<file path="config.mk">
export PLATFORM = sky130hd
export DESIGN_NAME = ascon_serial_host
export DESIGN_NICKNAME = d
export VERILOG_FILES = /design/src/rtl/ascon_host_pkg.sv /design/src/rtl/ascon_host_lfsr.sv /design/src/rtl/ascon_serial_host.sv
export SDC_FILE = /design/constraint.sdc
export NUM_CORES = 2
export LEC_CHECK = 0
export CORE_AREA = 2 2 233 258
export CTS_BUF_LIST = sky130_fd_sc_hd__clkbuf_16
export CTS_CLUSTER_DIAMETER = 60
export DETAILED_ROUTE_END_ITERATION = 8
export DIE_AREA = 0 0 235 260
export PLACE_DENSITY_LB_ADDON = 0.3
export SETUP_SLACK_MARGIN = 0.15
export SLEW_MARGIN = 30
export SYNTH_ARGS = -nofsm -noshare
export SYNTH_HDL_FRONTEND = slang
export SYNTH_SLANG_ARGS = --single-unit
</file>
<file path="constraint.sdc">
create_clock -name clk -period 50.5 [get_ports clk]
set_input_delay 7.575 -clock clk [delete_from_list [all_inputs] [get_ports clk]]
set_output_delay 7.575 -clock clk [all_outputs]
set_load 0.05 [all_outputs]
</file>
<file path="src/rtl/ascon_host_pkg.sv">
// Shared types and helpers for the Ascon serial host: FSM states, PRNG taps, frame sizing.
package ascon_host_pkg;

  typedef enum logic [2:0] {
    ST_IDLE,
    ST_LOAD,
    ST_START,
    ST_WAIT,
    ST_GAP,
    ST_READ,
    ST_DONE
  } hostState_t;

  // Right-shifting Galois mask for x^32 + x^22 + x^2 + x + 1
  localparam logic [31:0] LFSR_TAPS = 32'h8020_0003;

  // Fresh random bits consumed by the core per cycle
  localparam int RND_W = 17;

  // Largest of three widths and the fixed 128-bit nonce/tag width
  function automatic int maxWidth(input int a, input int b, input int c);
    int m;
    m = 128;
    if (a > m) m = a;
    if (b > m) m = b;
    if (c > m) m = c;
    return m;
  endfunction

endpackage

</file>
<file path="src/rtl/ascon_host_lfsr.sv">
// 32-bit Galois LFSR supplying the masking randomness; advances only while enabled.
module ascon_prng_lfsr
  import ascon_host_pkg::*;
#(
  parameter logic [31:0] SEED = 32'hACE1_5EED
) (
  input  logic             clk,
  input  logic             rst,
  input  logic             en,
  output logic [RND_W-1:0] rnd
);

  logic [31:0] lfsrReg;

  // Shift right, folding the tap mask in whenever a one drops out of bit 0
  always_ff @(posedge clk or posedge rst) begin
    if (rst) begin
      lfsrReg <= SEED;
    end else if (en) begin
      lfsrReg <= (lfsrReg >> 1) ^ (lfsrReg[0] ? LFSR_TAPS : 32'h0);
    end
  end

  assign rnd = lfsrReg[RND_W-1:0];

endmodule

</file>
<file path="src/rtl/ascon_serial_host.sv">
// Host-side driver for the bit-serial Ascon core: serial load, start strobe, wait, serial read-back.
module ascon_serial_host
  import ascon_host_pkg::*;
#(
  parameter int          K          = 128,
  parameter int          L          = 40,
  parameter int          Y          = 40,
  parameter int          START_HOLD = 3,
  parameter int          READ_GAP   = 2,
  parameter int          TIMEOUT    = 4096,
  parameter logic [31:0] SEED       = 32'hACE1_5EED
) (
  input  logic           clk,
  input  logic           rst,
  input  logic           go,
  input  logic [K-1:0]   key_in,
  input  logic [127:0]   nonce_in,
  input  logic [L-1:0]   ad_in,
  input  logic [Y-1:0]   pt_in,
  output logic           busy,
  output logic           done,
  output logic           timeout,
  output logic [Y-1:0]   ct_out,
  output logic [127:0]   tag_out,
  output logic [31:0]    cycles_out,
  output logic [2:0]     keyxSO,
  output logic [2:0]     noncexSO,
  output logic [2:0]     associated_dataxSO,
  output logic [2:0]     plain_textxSO,
  output logic [6:0]     r_64xSO,
  output logic           r_128xSO,
  output logic           r_ptxSO,
  output logic           encryption_startxSO,
  input  logic           cipher_textxSI,
  input  logic           tagxSI,
  input  logic           encryption_readyxSI
);

  localparam int MAX     = maxWidth(K, L, Y);
  localparam int CNT_MAX = maxWidth(MAX, START_HOLD, READ_GAP);
  localparam int CW      = $clog2(CNT_MAX + 1);

  localparam logic [CW-1:0] LOAD_LAST  = CW'(MAX - 1);
  localparam logic [CW-1:0] START_LAST = CW'(START_HOLD - 1);
  localparam logic [CW-1:0] GAP_LAST   = CW'(READ_GAP - 1);
  localparam logic [CW-1:0] READ_LAST  = CW'(MAX - 1);
  localparam logic [CW-1:0] CT_LIM     = CW'(Y);
  localparam logic [CW-1:0] TAG_LIM    = CW'(128);
  localparam logic [31:0]   WAIT_LAST  = 32'(START_HOLD + TIMEOUT - 1);

  hostState_t       stateReg;
  logic [CW-1:0]    bitCnt;
  logic [31:0]      cycCnt;
  logic [31:0]      cycInc;
  logic [K-1:0]     keySh;
  logic [127:0]     nonceSh;
  logic [L-1:0]     adSh;
  logic [Y-1:0]     ptSh;
  logic [Y-1:0]     ctSh;
  logic [Y-1:0]     ctShNext;
  logic [127:0]     tagSh;
  logic [127:0]     tagShNext;
  logic             loadPhase;
  logic             rndPhase;
  logic [RND_W-1:0] rndRaw;
  logic [RND_W-1:0] rnd;

  assign loadPhase = (stateReg == ST_LOAD);
  assign rndPhase  = (stateReg == ST_LOAD) || (stateReg == ST_START) || (stateReg == ST_WAIT);

  ascon_prng_lfsr #(.SEED(SEED)) uPrng (
    .clk (clk),
    .rst (rst),
    .en  (rndPhase),
    .rnd (rndRaw)
  );

  // Randomness is only exposed while the core is loading or computing
  assign rnd                 = rndPhase ? rndRaw : '0;
  assign r_128xSO            = rnd[16];
  assign r_ptxSO             = rnd[15];
  assign r_64xSO             = rnd[14:8];
  assign keyxSO              = {rnd[7:6], loadPhase & keySh[K-1]};
  assign associated_dataxSO  = {rnd[5:4], loadPhase & adSh[L-1]};
  assign plain_textxSO       = {rnd[3:2], loadPhase & ptSh[Y-1]};
  assign noncexSO            = {rnd[1:0], loadPhase & nonceSh[127]};
  assign encryption_startxSO = (stateReg == ST_START);

  // Saturating increment shared by the start/wait cycle counter
  assign cycInc = (cycCnt == 32'hFFFF_FFFF) ? cycCnt : cycCnt + 32'd1;

  // Arrival i lands at bit i once the first Y (or 128) arrivals have shifted in from the top
  assign ctShNext  = (bitCnt < CT_LIM)  ? {cipher_textxSI, ctSh[Y-1:1]}  : ctSh;
  assign tagShNext = (bitCnt < TAG_LIM) ? {tagxSI, tagSh[127:1]}         : tagSh;

  // Sequencer: accept, shift out, strobe start, wait for ready, shift in, publish
  always_ff @(posedge clk or posedge rst) begin
    if (rst) begin
      stateReg   <= ST_IDLE;
      bitCnt     <= '0;
      cycCnt     <= '0;
      keySh      <= '0;
      nonceSh    <= '0;
      adSh       <= '0;
      ptSh       <= '0;
      ctSh       <= '0;
      tagSh      <= '0;
      busy       <= 1'b0;
      done       <= 1'b0;
      timeout    <= 1'b0;
      ct_out     <= '0;
      tag_out    <= '0;
      cycles_out <= '0;
    end else begin
      done <= 1'b0;
      case (stateReg)
        ST_IDLE: begin
          if (go) begin
            keySh    <= key_in;
            nonceSh  <= nonce_in;
            adSh     <= ad_in;
            ptSh     <= pt_in;
            ctSh     <= '0;
            tagSh    <= '0;
            bitCnt   <= '0;
            busy     <= 1'b1;
            timeout  <= 1'b0;
            stateReg <= ST_LOAD;
          end
        end
        ST_LOAD: begin
          keySh   <= {keySh[K-2:0], 1'b0};
          nonceSh <= {nonceSh[126:0], 1'b0};
          adSh    <= {adSh[L-2:0], 1'b0};
          ptSh    <= {ptSh[Y-2:0], 1'b0};
          if (bitCnt == LOAD_LAST) begin
            bitCnt   <= '0;
            cycCnt   <= '0;
            stateReg <= ST_START;
          end else begin
            bitCnt <= bitCnt + 1'b1;
          end
        end
        ST_START: begin
          cycCnt <= cycInc;
          if (bitCnt == START_LAST) begin
            bitCnt   <= '0;
            stateReg <= ST_WAIT;
          end else begin
            bitCnt <= bitCnt + 1'b1;
          end
        end
        ST_WAIT: begin
          cycCnt <= cycInc;
          if (encryption_readyxSI) begin
            cycles_out <= cycInc;
            bitCnt     <= '0;
            stateReg   <= ST_GAP;
          end else if (cycCnt == WAIT_LAST) begin
            timeout  <= 1'b1;
            busy     <= 1'b0;
            done     <= 1'b1;
            stateReg <= ST_DONE;
          end
        end
        ST_GAP: begin
          if (bitCnt == GAP_LAST) begin
            bitCnt   <= '0;
            stateReg <= ST_READ;
          end else begin
            bitCnt <= bitCnt + 1'b1;
          end
        end
        ST_READ: begin
          ctSh  <= ctShNext;
          tagSh <= tagShNext;
          if (bitCnt == READ_LAST) begin
            ct_out   <= ctShNext;
            tag_out  <= tagShNext;
            busy     <= 1'b0;
            done     <= 1'b1;
            bitCnt   <= '0;
            stateReg <= ST_DONE;
          end else begin
            bitCnt <= bitCnt + 1'b1;
          end
        end
        ST_DONE: begin
          stateReg <= ST_IDLE;
        end
        default: begin
          stateReg <= ST_IDLE;
        end
      endcase
    end
  end

endmodule
</file>
==> flow_metrics.tcl <==
set metrics [dict create \
    critical_path.top_delay_family "buffers and inverters" \
    met3_length_um 5768 \
    final_net_count 4126 \
    netlist_top_cells_area "sky130_fd_sc_hd__dfrtp_1, sky130_fd_sc_hd__nor2_1, sky130_fd_sc_hd__mux2i_1, sky130_fd_sc_hd__o22ai_1, sky130_fd_sc_hd__nand2_1" \
    yosysWarnings 0 \
    outcome "complete, no violations" \
    firstDrtPassIters 9 \
    grt_pass1_vias 26640 \
    route.top_layer_used "met5" \
    setup.worst_path.start_class "input pin" \
    hold_class "flop to flop" \
    ctsHtreeMaxLevel 3 \
    cells_traversed_along_the_worst_timing_path "clkdlybuf4s50_1 -> clkinv_8 -> buf_12 -> buf_16 -> buf_4 -> buf_4 -> buf_6" \
    syn_area_um2 33730 \
    grt_usage_pct 29.42 \
    postSynthCellCount 3369 \
    synth_enable_flop_cells 0 \
    ant_nets 0 \
    timing_hold_violations_final 0 \
    routed_wire_length_per_instance_um 19.57 \
    globalRouteOverflowTotal 0 \
    max_freq_mhz 88.67 \
    tritoncts_buffer_count 78 \
    core_area_um2 58300 \
    post-route-cell-area_um2 42130 \
    postPlaceCellArea_um2 39480 \
    max_ir_drop_vdd_mv 0.05734 \
    criticalPathCategory "input pin to async pin" \
    relative_max_transition_margin_pct 38.12 \
    die_height_um 260 \
    detail_route.vias_per_cell 5.866 \
    route.layer.met1.wl_um 36140 \
    synth_top_area_cell "sky130_fd_sc_hd__dfrtp_1" \
    net-switching-power_w 0.0007708 \
    synth.ff_latch_count 782 \
    grt_setup_unrepaired "no" \
    synth.yosys.seq_area_share_pct 58.09 \
    final_period_util_pct 22.33 \
    post_synth_num_cell_types 74 \
    cts_hold_buffers 0 \
    internal_power_w 0.001366 \
    fraction_of_power_spent_switching_nets_pct 36.07 \
    cts_tree "done" \
    post_cts.resized_instances 0 \
    synth_async_sr_flop_share_pct 100.0 \
    clockPowerShare_pct 26.2 \
    worst_ep_arrival_time_ns 11.94 \
    pwr_density_cell_nw_per_um2 50.72 \
    timing.max_cap.violations 0 \
    cts.reportedPaths.clkPinSlew_ns 0.06 \
    grt_pass1_wl_um 145200 \
    timing.critical_path.mode_cell "sky130_fd_sc_hd__buf_4" \
    final_layout_size_suffix_gt1_share_pct 6.066 \
    max_stage_delay_ns 0.81 \
    antenna_violations_before_repair 28 \
    dp.final_hpwl_um 58530 \
    die_width_um 235 \
    floorplan.initialDensity_pct 57.86 \
    detail_route.drc_violations 0 \
    dr.first_iter.drc_count 2506 \
    clock_path_buffers 3 \
    route.final.wire_length_um 90570 \
    minimum_period_implied_by_the_final_worst_setup_slack_ns 11.28 \
    crit_path_end_kind "async pin" \
    preCtsSetupSlack_ns 38.33 \
    setup-violations-final 0 \
    p_comb_share_pct 30.6 \
    final-max-slew-violation-count 0 \
    finalWeightedCongestion 0.9067 \
    wl_met2_um 44260 \
    syn_nets 3716 \
    clock_tree.root_cell "sky130_fd_sc_hd__clkbuf_16" \
    total_via_count_after_detailed_routing 27150 \
    synthDominantCellAreaShare_pct 56.61 \
    path_max_fanout 132 \
    clock-sinks 782 \
    top_level_ports 567 \
    critPathSlowestCell "sky130_fd_sc_hd__buf_4" \
    setup_ws_ns 39.22 \
    timing.setup.tns_ns 0 \
    finClkSkew_ns 0.02236 \
    ys_dominant_reg_cell "sky130_fd_sc_hd__dfrtp_1" \
    die_area_um2 61100 \
    timing.critical_path.required_ns 51.16 \
    grt_max_degree 252 \
    area.growth.synth_to_final_pct 24.91 \
    row_count 93 \
    cp.buffers_inverters 7 \
    port_buffers 566 \
    clock_insertion_delay_worst_skew_ns 0.62 \
    p_seq_share_pct 43.1 \
    post-cts-setup-buffers 0 \
    leakage_nw 17.58 \
    num-fill-cells 4131 \
    worst_slew_pin_slew_ns 0.9282 \
    synthesis.area_per_instance_um2 10.01 \
]
-- logic make-up after synthesis --
family                   after synthesis  synth area share (%)
AND/OR/NAND/NOR                     1263                 15.68
AO/OA/AOI/OAI                        811                 15.63
flip-flops                           782                 58.09
buffers and inverters                285                 3.754
multiplexers                         204                 6.169
XOR/XNOR                              19                0.4934
adder cells (fa/ha/maj)                5                0.1855
-- layout by cell type (no fill, tap or decap), types with 5 or more instances in the layout --
master	count
sky130_fd_sc_hd__o21ai_1	21
sky130_fd_sc_hd__or4_1	7
sky130_fd_sc_hd__nand2_1	323
sky130_fd_sc_hd__mux2i_1	173
sky130_fd_sc_hd__dfstp_2	19
sky130_fd_sc_hd__inv_1	33
sky130_fd_sc_hd__buf_4	23
sky130_fd_sc_hd__diode_2	28
sky130_fd_sc_hd__clkinv_1	15
sky130_fd_sc_hd__a22o_1	135
sky130_fd_sc_hd__nor4_1	10
sky130_fd_sc_hd__and4_1	5
sky130_fd_sc_hd__o22ai_1	241
sky130_fd_sc_hd__ha_1	5
sky130_fd_sc_hd__buf_6	7
sky130_fd_sc_hd__nor3_1	5
sky130_fd_sc_hd__o21ai_0	51
sky130_fd_sc_hd__dfrtp_1	762
sky130_fd_sc_hd__a21oi_1	184
sky130_fd_sc_hd__clkinv_2	14
sky130_fd_sc_hd__xor2_1	5
sky130_fd_sc_hd__xnor2_1	14
sky130_fd_sc_hd__and3_1	5
sky130_fd_sc_hd__or3_1	12
sky130_fd_sc_hd__nand2b_1	5
sky130_fd_sc_hd__o211ai_1	6
sky130_fd_sc_hd__mux2_2	31
sky130_fd_sc_hd__o31ai_1	8
sky130_fd_sc_hd__a31oi_1	126
sky130_fd_sc_hd__nand3_1	23
sky130_fd_sc_hd__bufinv_16	6
sky130_fd_sc_hd__clkbuf_16	79
sky130_fd_sc_hd__nand4_1	16
sky130_fd_sc_hd__and2_1	29
sky130_fd_sc_hd__clkdlybuf4s50_1	566
sky130_fd_sc_hd__nor2_1	777
-- Yosys cell counts, drive strengths merged (14+ instances only) --
library cell / count
dfrtp: 763
mux2: 31
nand4: 21
nor2: 780
a22o: 135
nor4: 15
clkbuf: 139
o22ai: 241
o21ai: 72
nand3: 26
dfstp: 19
a21oi: 184
nand2: 325
a31oi: 126
buf: 134
mux2i: 173
xnor2: 14
and2: 29
-- registers in the layout (all words and copies together) (netlist names), 3 cells and up --
| name | cells |
|---|---|
| cycCnt | 32 |
| cycles_out | 32 |
| bitCnt | 8 |
| adSh | 40 |
| nonceSh | 128 |
| ct_out | 40 |
| tagSh | 128 |
| keySh | 128 |
| uPrng.lfsrReg | 32 |
| stateReg | 3 |
| tag_out | 128 |
| ptSh | 40 |
| ctSh | 40 |
-- tightest hold or removal path: cells and delay by family, from the launching register on --
kind,cells,cell delay (ns)
DFF,1,0.34
and+or+nand+nor,2,0.11
-- per-layer routing --
layer / track usage, % / vias up
met5: 0 / -
li1: - / 12670
met1: 38.34 / 13350
met2: 47.72 / 902
met3: 5.551 / 229
met4: 14.57 / 4
-- path summary, 6_finish.rpt --
| path | slack, ns | to | cells past startpoint | startpoint |
|---|---|---|---|---|
| worst max-delay path | 39.22 | keySh[123]$_DFFE_PP0P_ | 7 | rst |
| worst min-delay path | 0.48 | cycles_out[12]$_DFFE_PP0P_ | 2 | cycles_out[12]$_DFFE_PP0P_ |
| worst max register to register | 46.30 | ptSh[4]$_DFFE_PP0P_ | 7 | stateReg[0]$_DFFE_PP0P_ |
| worst min register to register | 0.48 | cycles_out[12]$_DFFE_PP0P_ | 2 | cycles_out[12]$_DFFE_PP0P_ |
| max in group clk | 39.44 | noncexSO[0] | 4 | stateReg[0]$_DFFE_PP0P_ |
| min in group asynchronous | 7.46 | tag_out[2]$_DFFE_PP0P_ | 2 | rst |
-- area by class of cell --
cell class,instances,area [um2],area share (%)
tap,760,950.9,2.257
sequential,782,19600,46.51
clock buffer,79,1977,4.692
multi-input combinational,2302,12940,30.70
timing repair buffer,603,6087,14.45
clock inverter,63,456.7,1.084
antenna,28,70.07,0.1663
inverter,12,57.56,0.1366
-- power groups by stage --
| stage | Combinational [W] | Clock (W) | Sequential (W) |
|---|---|---|---|
| 6_report | 0.000655 | 0.000561 | 0.000921 |
| 5_1_grt | 0.000728 | 0.000595 | 0.000943 |
| 3_3_place_gp | 0.000623 | 0 | 0.000920 |
| 4_1_cts | 0.000651 | 0.000569 | 0.000919 |
| 3_5_place_dp | 0.000647 | 0 | 0.000924 |
| 2_1_floorplan | 0.000473 | 0 | 0.000913 |
-- per-stage QoR --
stage               util, %  total power, W  instances  hold slack (ns)
finish                72.27        0.002137       4629           0.4833
global route          72.26        0.002266       4626           0.5076
CTS                   71.90        0.002139       4596           0.4858
detailed placement    67.72        0.001572       4454           0.4719
global placement      67.69        0.001544       4453           0.4623
floorplan                 -        0.001386       3369           0.4578
No activity file was read; power rests on OpenSTA's default activity.
